$ cat config.mk
export PLATFORM = sky130hd
export DESIGN_NAME = axi4lite_master_bridge
export DESIGN_NICKNAME = d
export VERILOG_FILES = /design/src/rtl/axi4lite_master_bridge.sv
export SDC_FILE = /design/constraint.sdc
export NUM_CORES = 1
export LEC_CHECK = 0
export BUFFER_PORTS_ARGS = -buffer_cell sky130_fd_sc_hd__buf_2
export CORE_MARGIN = 5
export CORE_UTILIZATION = 44
export CTS_CLUSTER_SIZE = 24
export DETAILED_ROUTE_END_ITERATION = 10
export PLACE_DENSITY = 0.79
export SYNTH_ARGS = -nofsm -noshare
export SYNTH_HDL_FRONTEND = slang
export SYNTH_SLANG_ARGS = --single-unit
export TNS_END_PERCENT = 20
$ cat constraint.sdc
create_clock -name M_AXI_ACLK -period 2.2 [get_ports M_AXI_ACLK]
set_clock_uncertainty 0.05 [all_clocks]
set_input_delay 0.11 -clock M_AXI_ACLK [delete_from_list [all_inputs] [get_ports M_AXI_ACLK]]
set_output_delay 0.11 -clock M_AXI_ACLK [all_outputs]
set_load 0.02 [all_outputs]
$ cat src/rtl/axi4lite_master_bridge.sv
`default_nettype none
// ============================================================================
// Module   : axi4lite_master_bridge
// Summary  : Single-outstanding AXI4-Lite initiator driven by a cmd/rsp handshake.
//            Optional statistics counters: AXI4LITE_MASTER_BRIDGE_STATS_EN.
// Revision : 1.0
// ============================================================================
module axi4lite_master_bridge #(
   parameter int C_M_AXI_DATA_WIDTH = 32,
   parameter int C_M_AXI_ADDR_WIDTH = 11
) (
   input  logic                              M_AXI_ACLK,
   input  logic                              M_AXI_ARESET,
   input  logic                              cmd_valid,
   output logic                              cmd_ready,
   input  logic                              cmd_write,
   input  logic [C_M_AXI_ADDR_WIDTH-1:0]     cmd_addr,
   input  logic [C_M_AXI_DATA_WIDTH-1:0]     cmd_wdata,
   input  logic [C_M_AXI_DATA_WIDTH/8-1:0]   cmd_wstrb,
   output logic                              rsp_valid,
   input  logic                              rsp_ready,
   output logic                              rsp_write,
   output logic [C_M_AXI_DATA_WIDTH-1:0]     rsp_rdata,
   output logic [1:0]                        rsp_resp,
`ifdef AXI4LITE_MASTER_BRIDGE_STATS_EN
   output logic [15:0]                       stat_wr_count,
   output logic [15:0]                       stat_rd_count,
   output logic [15:0]                       stat_err_count,
`endif
   output logic [C_M_AXI_ADDR_WIDTH-1:0]     M_AXI_AWADDR,
   output logic [2:0]                        M_AXI_AWPROT,
   output logic                              M_AXI_AWVALID,
   input  logic                              M_AXI_AWREADY,
   output logic [C_M_AXI_DATA_WIDTH-1:0]     M_AXI_WDATA,
   output logic [C_M_AXI_DATA_WIDTH/8-1:0]   M_AXI_WSTRB,
   output logic                              M_AXI_WVALID,
   input  logic                              M_AXI_WREADY,
   input  logic [1:0]                        M_AXI_BRESP,
   input  logic                              M_AXI_BVALID,
   output logic                              M_AXI_BREADY,
   output logic [C_M_AXI_ADDR_WIDTH-1:0]     M_AXI_ARADDR,
   output logic [2:0]                        M_AXI_ARPROT,
   output logic                              M_AXI_ARVALID,
   input  logic                              M_AXI_ARREADY,
   input  logic [C_M_AXI_DATA_WIDTH-1:0]     M_AXI_RDATA,
   input  logic [1:0]                        M_AXI_RRESP,
   input  logic                              M_AXI_RVALID,
   output logic                              M_AXI_RREADY
);

   localparam int DW = C_M_AXI_DATA_WIDTH;
   localparam int AW = C_M_AXI_ADDR_WIDTH;
   localparam int SW = C_M_AXI_DATA_WIDTH / 8;

   localparam logic [2:0] S_IDLE    = 3'd0;
   localparam logic [2:0] S_WR      = 3'd1;
   localparam logic [2:0] S_WR_RESP = 3'd2;
   localparam logic [2:0] S_RD_ADDR = 3'd3;
   localparam logic [2:0] S_RD_DATA = 3'd4;
   localparam logic [2:0] S_RSP     = 3'd5;

   logic [2:0]    state_q,     state_d;
   logic          cmd_ready_q, cmd_ready_d;
   logic          awvalid_q,   awvalid_d;
   logic          wvalid_q,    wvalid_d;
   logic          bready_q,    bready_d;
   logic          arvalid_q,   arvalid_d;
   logic          rready_q,    rready_d;
   logic [AW-1:0] addr_q,      addr_d;
   logic [DW-1:0] wdata_q,     wdata_d;
   logic [SW-1:0] wstrb_q,     wstrb_d;
   logic          rsp_valid_q, rsp_valid_d;
   logic          rsp_write_q, rsp_write_d;
   logic [DW-1:0] rdata_q,     rdata_d;
   logic [1:0]    resp_q,      resp_d;

   logic          b_fire;
   logic          r_fire;
   logic          aw_done;
   logic          w_done;

   assign b_fire  = bready_q & M_AXI_BVALID;
   assign r_fire  = rready_q & M_AXI_RVALID;
   // A channel is finished once its VALID has dropped or is handshaking now.
   assign aw_done = ~awvalid_q | M_AXI_AWREADY;
   assign w_done  = ~wvalid_q  | M_AXI_WREADY;

   always_comb begin
      state_d     = state_q;
      cmd_ready_d = cmd_ready_q;
      awvalid_d   = awvalid_q;
      wvalid_d    = wvalid_q;
      bready_d    = bready_q;
      arvalid_d   = arvalid_q;
      rready_d    = rready_q;
      addr_d      = addr_q;
      wdata_d     = wdata_q;
      wstrb_d     = wstrb_q;
      rsp_valid_d = rsp_valid_q;
      rsp_write_d = rsp_write_q;
      rdata_d     = rdata_q;
      resp_d      = resp_q;
      case (state_q)
         S_IDLE: begin
            cmd_ready_d = 1'b1;
            if (cmd_valid && cmd_ready_q) begin
               cmd_ready_d = 1'b0;
               addr_d      = cmd_addr;
               wdata_d     = cmd_wdata;
               wstrb_d     = cmd_wstrb;
               rsp_write_d = cmd_write;
               if (cmd_write) begin
                  awvalid_d = 1'b1;
                  wvalid_d  = 1'b1;
                  state_d   = S_WR;
               end else begin
                  arvalid_d = 1'b1;
                  state_d   = S_RD_ADDR;
               end
            end
         end
         S_WR: begin
            if (awvalid_q && M_AXI_AWREADY) awvalid_d = 1'b0;
            if (wvalid_q && M_AXI_WREADY)   wvalid_d  = 1'b0;
            if (aw_done && w_done) begin
               bready_d = 1'b1;
               state_d  = S_WR_RESP;
            end
         end
         S_WR_RESP: begin
            if (b_fire) begin
               bready_d    = 1'b0;
               resp_d      = M_AXI_BRESP;
               rdata_d     = '0;
               rsp_valid_d = 1'b1;
               state_d     = S_RSP;
            end
         end
         S_RD_ADDR: begin
            if (M_AXI_ARREADY) begin
               arvalid_d = 1'b0;
               rready_d  = 1'b1;
               state_d   = S_RD_DATA;
            end
         end
         S_RD_DATA: begin
            if (r_fire) begin
               rready_d    = 1'b0;
               rdata_d     = M_AXI_RDATA;
               resp_d      = M_AXI_RRESP;
               rsp_valid_d = 1'b1;
               state_d     = S_RSP;
            end
         end
         S_RSP: begin
            if (rsp_ready) begin
               rsp_valid_d = 1'b0;
               cmd_ready_d = 1'b1;
               state_d     = S_IDLE;
            end
         end
         default: state_d = S_IDLE;
      endcase
   end

   always_ff @(posedge M_AXI_ACLK) begin
      if (M_AXI_ARESET) begin
         state_q     <= S_IDLE;
         cmd_ready_q <= 1'b0;
         awvalid_q   <= 1'b0;
         wvalid_q    <= 1'b0;
         bready_q    <= 1'b0;
         arvalid_q   <= 1'b0;
         rready_q    <= 1'b0;
         addr_q      <= '0;
         wdata_q     <= '0;
         wstrb_q     <= '0;
         rsp_valid_q <= 1'b0;
         rsp_write_q <= 1'b0;
         rdata_q     <= '0;
         resp_q      <= 2'b00;
      end else begin
         state_q     <= state_d;
         cmd_ready_q <= cmd_ready_d;
         awvalid_q   <= awvalid_d;
         wvalid_q    <= wvalid_d;
         bready_q    <= bready_d;
         arvalid_q   <= arvalid_d;
         rready_q    <= rready_d;
         addr_q      <= addr_d;
         wdata_q     <= wdata_d;
         wstrb_q     <= wstrb_d;
         rsp_valid_q <= rsp_valid_d;
         rsp_write_q <= rsp_write_d;
         rdata_q     <= rdata_d;
         resp_q      <= resp_d;
      end
   end

`ifdef AXI4LITE_MASTER_BRIDGE_STATS_EN
   logic [15:0] wr_cnt_q;
   logic [15:0] rd_cnt_q;
   logic [15:0] err_cnt_q;
   logic        err_hit;

   assign err_hit = (b_fire & M_AXI_BRESP[1]) | (r_fire & M_AXI_RRESP[1]);

   always_ff @(posedge M_AXI_ACLK) begin
      if (M_AXI_ARESET) begin
         wr_cnt_q  <= 16'h0000;
         rd_cnt_q  <= 16'h0000;
         err_cnt_q <= 16'h0000;
      end else begin
         if (b_fire && wr_cnt_q != 16'hFFFF)   wr_cnt_q  <= wr_cnt_q + 16'd1;
         if (r_fire && rd_cnt_q != 16'hFFFF)   rd_cnt_q  <= rd_cnt_q + 16'd1;
         if (err_hit && err_cnt_q != 16'hFFFF) err_cnt_q <= err_cnt_q + 16'd1;
      end
   end

   assign stat_wr_count  = wr_cnt_q;
   assign stat_rd_count  = rd_cnt_q;
   assign stat_err_count = err_cnt_q;
`endif

   assign cmd_ready     = cmd_ready_q;
   assign rsp_valid     = rsp_valid_q;
   assign rsp_write     = rsp_write_q;
   assign rsp_rdata     = rdata_q;
   assign rsp_resp      = resp_q;
   assign M_AXI_AWADDR  = addr_q;
   assign M_AXI_AWPROT  = 3'b000;
   assign M_AXI_AWVALID = awvalid_q;
   assign M_AXI_WDATA   = wdata_q;
   assign M_AXI_WSTRB   = wstrb_q;
   assign M_AXI_WVALID  = wvalid_q;
   assign M_AXI_BREADY  = bready_q;
   assign M_AXI_ARADDR  = addr_q;
   assign M_AXI_ARPROT  = 3'b000;
   assign M_AXI_ARVALID = arvalid_q;
   assign M_AXI_RREADY  = rready_q;

endmodule
`default_nettype wire

# Word level (Yosys, flattened, before mapping)
# Cells that the tools add are included.
dict set report totals {
  input_bits 93
  reg_bits 92
  wordCells 94
  output_inout_bits 106
}
dict set report classes {
  n_eq_ne 15
  n_reduce_logical 22
  mux 37
  bitwise 6
}
# operator n
set op_table {}
lappend op_table {{32-bit 2-to-1 mux} 2}
lappend op_table {{32-bit case mux with 2 select lines} 1}
lappend op_table {{2-bit inequality test (second input constant)} 10}
lappend op_table {{3-bit 2-to-1 mux} 6}
lappend op_table {{3-bit case mux with 6 select lines} 1}
lappend op_table {{1-bit 2-to-1 mux} 16}
lappend op_table {{4-bit AND reduction} 4}
lappend op_table {{1-bit case mux with 2 select lines} 6}
lappend op_table {{2-bit nonzero test} 6}
lappend op_table {{3-bit AND reduction} 3}
lappend op_table {{3-bit by 2-bit equality test with 1-bit output (second input constant)} 2}
lappend op_table {{3-bit equality test (second input constant)} 2}
lappend op_table {{2-bit 2-to-1 mux} 3}
lappend op_table {{6-bit AND reduction} 1}
lappend op_table {{1-bit logical AND} 4}
lappend op_table {{2-bit case mux with 2 select lines} 1}
lappend op_table {{2-bit AND reduction} 2}
lappend op_table {{3-bit by 1-bit equality test with 1-bit output (second input constant)} 1}
lappend op_table {{3-bit logical NOT} 1}
lappend op_table {{1-bit case mux with 3 select lines} 1}
lappend op_table {{3-bit nonzero test} 1}
lappend op_table {{1-bit AND} 2}
lappend op_table {{1-bit inverter} 2}
lappend op_table {{1-bit bitwise OR} 2}

# Longest topological paths before layout
# Gate-level depths: netlist of the first run.
dict set report depth {
  depth_word 5
  depth_mapped 7
  depth_no_buf 4
}

# Worst setup path after synthesis of the first run
# OpenSTA, ideal clock, no wires.
dict set report synth_timing {
  path_type {reg2reg}
  start {register cmd_ready_q, in the netlist cmd_ready}
  end {register addr_q[0], in the netlist M_AXI_ARADDR[0]}
  setup_time_ns 0.132
  path_stages_with_launch 8
  period_less_slack_ns 1.625
  arrival_time_ns 1.443
  n_path_buf 3
  required_time_ns 2.018
  setup_slack_ns 0.575
  cell_sequence {dfxtp_1 nand2_1 or4_1 clkbuf_1 buf_6 buf_6 nand2_1 a21oi_1}
}
dict set report synth_between {
  elab_chain_len 2
}
# element line_no
set synth_rtl {}
lappend synth_rtl {{from (decl)} 63} ;# logic cmd_ready_q, cmd_ready_d;
lappend synth_rtl {{from (signal assigned)} 184} ;# cmd_ready_q <= cmd_ready_d;
lappend synth_rtl {{1-bit logical AND} 106} ;# if (cmd_valid && cmd_ready_q) begin
lappend synth_rtl {{2-bit AND reduction (no source line)} -}
lappend synth_rtl {{to (signal assigned)} 190} ;# addr_q <= addr_d;
lappend synth_rtl {{to (decl)} 69} ;# logic [AW-1:0] addr_q, addr_d;
# Every way passes these cells.
# A chain may end at the register's enable or synchronous reset.

# Worst setup path after layout of the first run
dict set report layout_timing {
  start {register state_q[1]}
  end {register resp_q[1], in the netlist rsp_resp[1]}
}
dict set report layout_between {
  elab_chain_len 3
  word_cells_on_any_way 7
  classes_between {4 x eq/ne; 1 x mux; 2 x reduce/logical}
}
# element line_no
set layout_rtl {}
lappend layout_rtl {{from (decl)} 62} ;# logic [2:0] state_q, state_d;
lappend layout_rtl {{from (signal assigned)} 183} ;# state_q <= state_d;
lappend layout_rtl {{3-bit equality test / 3-bit by 2-bit equality test with 1-bit output (equally long branches)} 103} ;# case (state_q)
lappend layout_rtl {{2-bit inequality test (no source line) / 2-bit nonzero test (equally long branches)} -}
lappend layout_rtl {{3-bit AND reduction (no source line)} -}
lappend layout_rtl {{to (signal assigned)} 196} ;# resp_q <= resp_d;
lappend layout_rtl {{to (decl)} 75} ;# logic [1:0] resp_q, resp_d;
# Parallel ways exist; a longest one is shown, timed or not.

==> impl_metrics.json, run 1 <==
{
  "synth_area_sq_um": 3510,
  "setup-violations-final": 0,
  "timing.max_slew.rel_slack_pct": 62.7,
  "syn_inst": 413,
  "synth_simple_gate_area_share_pct": 19.6,
  "globalplace.congestion": 0.829,
  "worstPathArrival_ns": 2.08,
  "coreArea_sq_um": 7770,
  "maxCapViolations": 0,
  "die_width_um": 99.4,
  "finalHoldViolations": 0,
  "worst-endpoint-required_ns": 2.37,
  "yosysWarnings": 0,
  "top_level_ports": 199,
  "slew_violations": 0,
  "cts.htree.levels": 3,
  "antenna-diode-count": 0,
  "sequential_to_total_area_share_from_yosys_stat_pct": 52.4,
  "p_leak_nw": 2.47,
  "route.detailed.drc": 0,
  "final_min_period_over_clock_period_pct": 87.3,
  "critical_path_peak_fanout": 35,
  "ctsLongestPathBuffers": 2,
  "drt_pass1_iterations": 5,
  "status": "finished, final reports clean",
  "tritoncts.num_buffers": 9,
  "final_wirelength_um": 11800,
  "crit_path_end_kind": "flop",
  "synth_compound_area_share_pct": 18.2,
  "flow.area_growth_from_synthesis_pct": 53.8,
  "max_clock_freq_mhz": 521,
  "criticalPathCategory": "reg -> reg",
  "grt_util_all_layers_pct": 23.8,
  "drt.antenna.violating_nets": 0,
  "p_per_area_nw_per_um2": 834,
  "clock_insertion_delay_worst_skew_ns": 0.34,
  "grt_antenna_before_repair": 0,
  "gr-total-overflow": 0,
  "minimum_clock_period_after_layout_ns": 1.92,
  "synth_top_family_by_area": "simple AND/OR/NAND/NOR gates",
  "finalPower_w": 0.00451,
  "worstSetupStartpointType": "flop",
  "dpl_cell_area_sq_um": 4420,
  "drt_iter0_drc": 152,
  "postCtsSetupRepairBufs": 0,
  "dieHeight_um": 99.4,
  "first_global_vias": 3883,
  "library_cells_used_by_synthesis": 37,
  "dr_total_vias": 3808,
  "cts.reportedPaths.clkPinSlew_ns": 0.09,
  "setup_total_negative_slack_ns": 0,
  "placementRows": 32,
  "fin_hold_ws_ns": 0.0377,
  "synthMuxAreaShare_pct": 1.21,
  "start_util_pct": 45.2,
  "routedWlPerCell_um": 15.4,
  "grt_setup_unrepaired": "no",
  "final_instance_area_sq_um": 5410,
  "dp_hpwl_um": 7140,
  "layout-drive-gt1-share_pct": 33.4,
  "via_per_inst": 4.95,
  "cts-root-buf": "clkbuf_8",
  "setup.reg_to_reg.worst_slack_ns": 0.28,
  "hold_class": "in -> reg",
  "num-nets-final": 755,
  "worst_slew_pin_slew_ns": 0.559,
  "global_route_wire_length_before_repair_um": 19200,
  "avgSynthCellArea_sq_um": 8.51,
  "detailedPlace.worstSlack_ns": 0.300,
  "yosys.area_share.xor_xnor_pct": 0,
  "setup_ws_ns": 0.280,
  "adder_and_majority_gate_portion_of_the_synthesized_area_pct": 0,
  "peakVddDrop_v": 0.000433,
  "post_cts_resized": 0,
  "numPortBuffers": 192,
  "grt_max_degree": 50,
  "cts_sinks": 92,
  "post_cts_hold_buffer_count": 81,
  "die_area_sq_um": 9870,
  "cts_tree": "done",
  "yosys_reg_bits": 92
}
power breakdown:
part | internal (W) | total, W | switching [W] | leakage (nW)
combinational | 0.000624 | 0.00153 | 0.000905 | 1.66
clock | 0.000414 | 0.000990 | 0.000576 | 0.0718
sequential | 0.00184 | 0.00199 | 0.000152 | 0.745
total | 0.00287 | 0.00451 | 0.00163 | 2.47
stage by stage:
step,instances,utilization [%]
2_1_floorplan,418,-
3_3_place_gp,672,57.0
3_5_place_dp,672,57.0
4_1_cts,769,69.6
5_1_grt,769,69.6
6_report,769,69.6
synthesized netlist by cell type:
cell type / instances / share of area, %
mux2_2: 2 / 0.64
nor4_2: 1 / 0.36
a21oi_1: 54 / 7.7
and3_4: 1 / 0.32
a211oi_1: 1 / 0.21
o311ai_1: 1 / 0.25
nand4b_1: 1 / 0.25
o21ai_0: 1 / 0.14
nand3b_1: 1 / 0.21
a31oi_1: 3 / 0.53
conb_1: 1 / 0.11
nor2_4: 1 / 0.32
mux2i_1: 2 / 0.57
o21a_1: 1 / 0.21
nor3_1: 4 / 0.57
nand4_1: 2 / 0.36
a22oi_1: 33 / 7.1
or4_1: 1 / 0.21
inv_1: 2 / 0.21
nor2_1: 35 / 3.7
a311oi_2: 1 / 0.43
nand2b_1: 1 / 0.18
a221o_1: 1 / 0.28
nand2_1: 105 / 11
clkbuf_1: 15 / 1.6
dfxtp_1: 92 / 52
a21o_1: 1 / 0.21
a2111oi_0: 1 / 0.25
nor3b_1: 3 / 0.64
nor2b_1: 4 / 0.71
buf_4: 17 / 3.6
buf_2: 15 / 2.1
a211o_1: 1 / 0.25
o31ai_1: 3 / 0.64
or3b_4: 1 / 0.32
buf_6: 3 / 0.96
nand3_1: 1 / 0.14
metal layers:
metal	global-route usage, %	share of wire, %	vias to the layer above
met5	0	0	-
met1	26.9	38	1723
met2	41.5	49	199
li1	-	-	1865
met3	8.35	11	21
met4	7.98	2.1	0
worst paths after layout:
| path | cells past startpoint | end | from |
|---|---|---|---|
| max | 5 | rsp_resp[1] | state_q[1] |
| max reg2reg | 5 | rsp_resp[1] | state_q[1] |
| min reg2reg | 2 | M_AXI_WSTRB[0] | M_AXI_WSTRB[0] |
| min | 3 | rsp_write | cmd_write |
registers in the layout, summed over array words and instances (netlist names), 2 cells and up:
name          count
M_AXI_ARADDR     11
rsp_rdata        32
M_AXI_WSTRB       4
M_AXI_WDATA      32
state_q           3
rsp_resp          2
worst max-delay path, stage by stage (launching register included):
cell     delay (ns)
dfxtp_1        0.68
nor3b_1        0.34
a221o_1        0.25
buf_12         0.21
mux2i_1        0.21
nor2_1         0.05
cells in the final DEF (no fill, tap or decap), types with 2 or more instances in the layout:
cell	synthesis	final
mux2_2	2	2
nor3_1	4	4
dfxtp_1	92	92
dlygate4sd3_1	0	81
mux2i_1	2	2
nor2b_1	4	4
nand4_1	2	2
nor3b_1	3	3
nand2_1	105	105
clkbuf_1	15	2
clkbuf_8	0	9
conb_1	1	6
o31ai_1	3	3
a21oi_1	54	54
inv_1	2	2
a22oi_1	33	33
a31oi_1	3	3
clkinvlp_4	0	4
buf_4	17	9
nor2_1	35	35
buf_2	15	192
cell type report:
type                    instances  area (sq um)
clock buffers                  11           131
clock inverters                 5          38.8
fillers                       570          2360
inverters                       2          7.51
multi-input cells             274          1400
flip-flops and latches         92          1840
well taps                     102           128
repair buffers                283          1860
cells by family (layout without fill, tap and decap cells):
| group | after synthesis | in the layout |
|---|---|---|
| buffers and inverters | 52 | 301 |
| and+or+nand+nor | 162 | 162 |
| muxes | 4 | 4 |
| DFF | 92 | 92 |
| other | 1 | 6 |
| AOI/OAI and AO/OA | 102 | 102 |
Note: power is estimated with default switching activity, not from simulation.
==> inputs of run 2 (changes only) <==
- CORE_MARGIN: 5 -> 1
==> run 2 against run 1 <==
Clock power is 48% higher. Global-route usage is 1.5 points higher. Core utilization is 1.8 points higher. Sequential share of layout area is 0.70 points lower. Worst setup slack worse by 0.018 ns. Combinational power hardly changed. Clock-buffer cell count stayed put. Sequential power hardly changed. Via count hardly changed. Hold slack hardly changed. Die area is 15% lower. Wire length is 11% lower. Largest power group unchanged.
==> impl_metrics.json, run 2 (same netlist as run 1, synthesis figures left out) <==
{
  "dr_total_vias": 3805,
  "final_wirelength_um": 10600,
  "top_level_ports": 199,
  "worstSetupStartpointType": "flop",
  "placementRows": 32,
  "peakVddDrop_v": 0.000460,
  "register_area_sq_um": 1840,
  "fill_cells": 529,
  "worst_slew_pin_slew_ns": 0.565,
  "final_min_period_over_clock_period_pct": 88.1,
  "layout_commonest_cell": "buf_2",
  "route.detailed.drc": 0,
  "place_inst": 670,
  "worstPathCellList": "or3b_4 > nor2_4 > buf_12 > a22oi_1 > nor2_1",
  "grt_setup_unrepaired": "no",
  "tritoncts.num_buffers": 9,
  "internal_power_w": 0.00340,
  "cts.reportedPaths.clkPinSlew_ns": 0.09,
  "maxCapViolations": 0,
  "die_area_sq_um": 8350,
  "layout-drive-gt1-share_pct": 33.5,
  "criticalPathCategory": "reg -> reg",
  "max_clock_freq_mhz": 516,
  "postCtsSetupRepairBufs": 0,
  "clock_insertion_delay_worst_skew_ns": 0.34,
  "ctsLongestPathBuffers": 2,
  "drt_iter0_drc": 130,
  "via_per_inst": 4.97,
  "crit_path_end_kind": "flop",
  "die_width_um": 91.4,
  "cts.htree.levels": 3,
  "p_leak_nw": 2.54,
  "layout_common_cells": "buf_2 (192), nand2_1 (105), dfxtp_1 (92)",
  "setup_ws_ns": 0.262,
  "timing.reg2reg.worst_path_depth": 5,
  "p_per_area_nw_per_um2": 902,
  "power.share.clock_pct": 29.4,
  "cts_sinks": 92,
  "critical-path-max-stage-delay_ns": 0.69,
  "post_cts_hold_buffer_count": 80,
  "gr-total-overflow": 0,
  "grt_util_all_layers_pct": 25.3,
  "num-nets-final": 752,
  "antenna-diode-count": 0,
  "p_seq_share_pct": 40.1,
  "first_global_vias": 3643,
  "minimum_clock_period_after_layout_ns": 1.94,
  "detailedPlace.worstSlack_ns": 0.357,
  "finalHoldViolations": 0,
  "worstPathArrival_ns": 2.14,
  "timing.max_slew.rel_slack_pct": 62.3,
  "instances_no_fill": 765,
  "dieHeight_um": 91.4,
  "setup-violations-final": 0,
  "routedWlPerCell_um": 13.8,
  "grt_max_degree": 50,
  "combinationalPowerShare_pct": 30.4,
  "area_of_combinational_cells_with_multiple_inputs_sq_um": 1400,
  "finalPower_w": 0.00498,
  "status": "finished, final reports clean",
  "grt_antenna_before_repair": 0,
  "worst_path_max_delay_cell": "dfxtp_1",
  "globalplace.congestion": 0.798,
  "netSwitchingFraction_pct": 31.8,
  "dp_hpwl_um": 6340,
  "drt_pass1_iterations": 5,
  "fin_util_pct": 71.4,
  "whs_path_depth": 4,
  "start_util_pct": 45.5,
  "coreArea_sq_um": 7730,
  "cts-root-buf": "clkbuf_8",
  "post_cts_resized": 0,
  "worst-endpoint-required_ns": 2.41,
  "switchingPower_w": 0.00158,
  "global_route_wire_length_before_repair_um": 16900,
  "hold_class": "in -> reg",
  "numPortBuffers": 192,
  "setup_total_negative_slack_ns": 0,
  "critical_path_peak_fanout": 33,
  "drt.antenna.violating_nets": 0,
  "flow.area_growth_from_synthesis_pct": 57.1,
  "cts_tree": "done",
  "slew_violations": 0
}
## run 2: final cells by class
cell class / count / share of cell area (%)
tap: 102 / 2.31
clock inverter: 4 / 2.18
inverter: 2 / 0.136
sequential: 92 / 33.4
timing repair buffer: 280 / 33.9
multi-input combinational: 274 / 25.3
clock buffer: 11 / 2.74
## run 2: final timing paths
check | start | end | slack, ns
worst max-delay path | state_q[2] | rsp_rdata[20] | 0.26
worst min-delay path | M_AXI_AWREADY | M_AXI_AWVALID | 0.04
worst max register to register | state_q[2] | rsp_rdata[20] | 0.26
worst min register to register | M_AXI_WSTRB[0] | M_AXI_WSTRB[0] | 0.40
## run 2: critical path: cells and delay by family (launching register included)
family | cells | cell delay [ns]
AND/OR/NAND/NOR | 3 | 0.79
flip-flops | 1 | 0.69
buffers and inverters | 1 | 0.20
AO/OA/AOI/OAI | 1 | 0.12
## run 2: power groups by stage
| stage | combinational (W) | clock (W) | sequential [W] |
|---|---|---|---|
| floorplan | 0.000878 | 0 | 0.00215 |
| global placement | 0.00136 | 0 | 0.00202 |
| detailed placement | 0.00139 | 0 | 0.00203 |
| CTS | 0.00150 | 0.00150 | 0.00199 |
| global route | 0.00165 | 0.00157 | 0.00203 |
| finish | 0.00151 | 0.00147 | 0.00200 |
## run 2: per-layer routing
metal	vias up	global-route usage, %	wire length, um
li1	1857	-	-
met5	-	0	0
met4	0	9.26	168
met1	1752	28.6	4250
met2	180	44.8	5350
met3	16	7.37	811
## run 2: metrics by stage
stage	cell area, sq um	hold WS [ns]
3_5_place_dp	4450	0.306
2_1_floorplan	3530	0.196
3_3_place_gp	4450	0.301
5_1_grt	5520	0.0318
6_report	5520	0.0374
4_1_cts	5520	0.000459
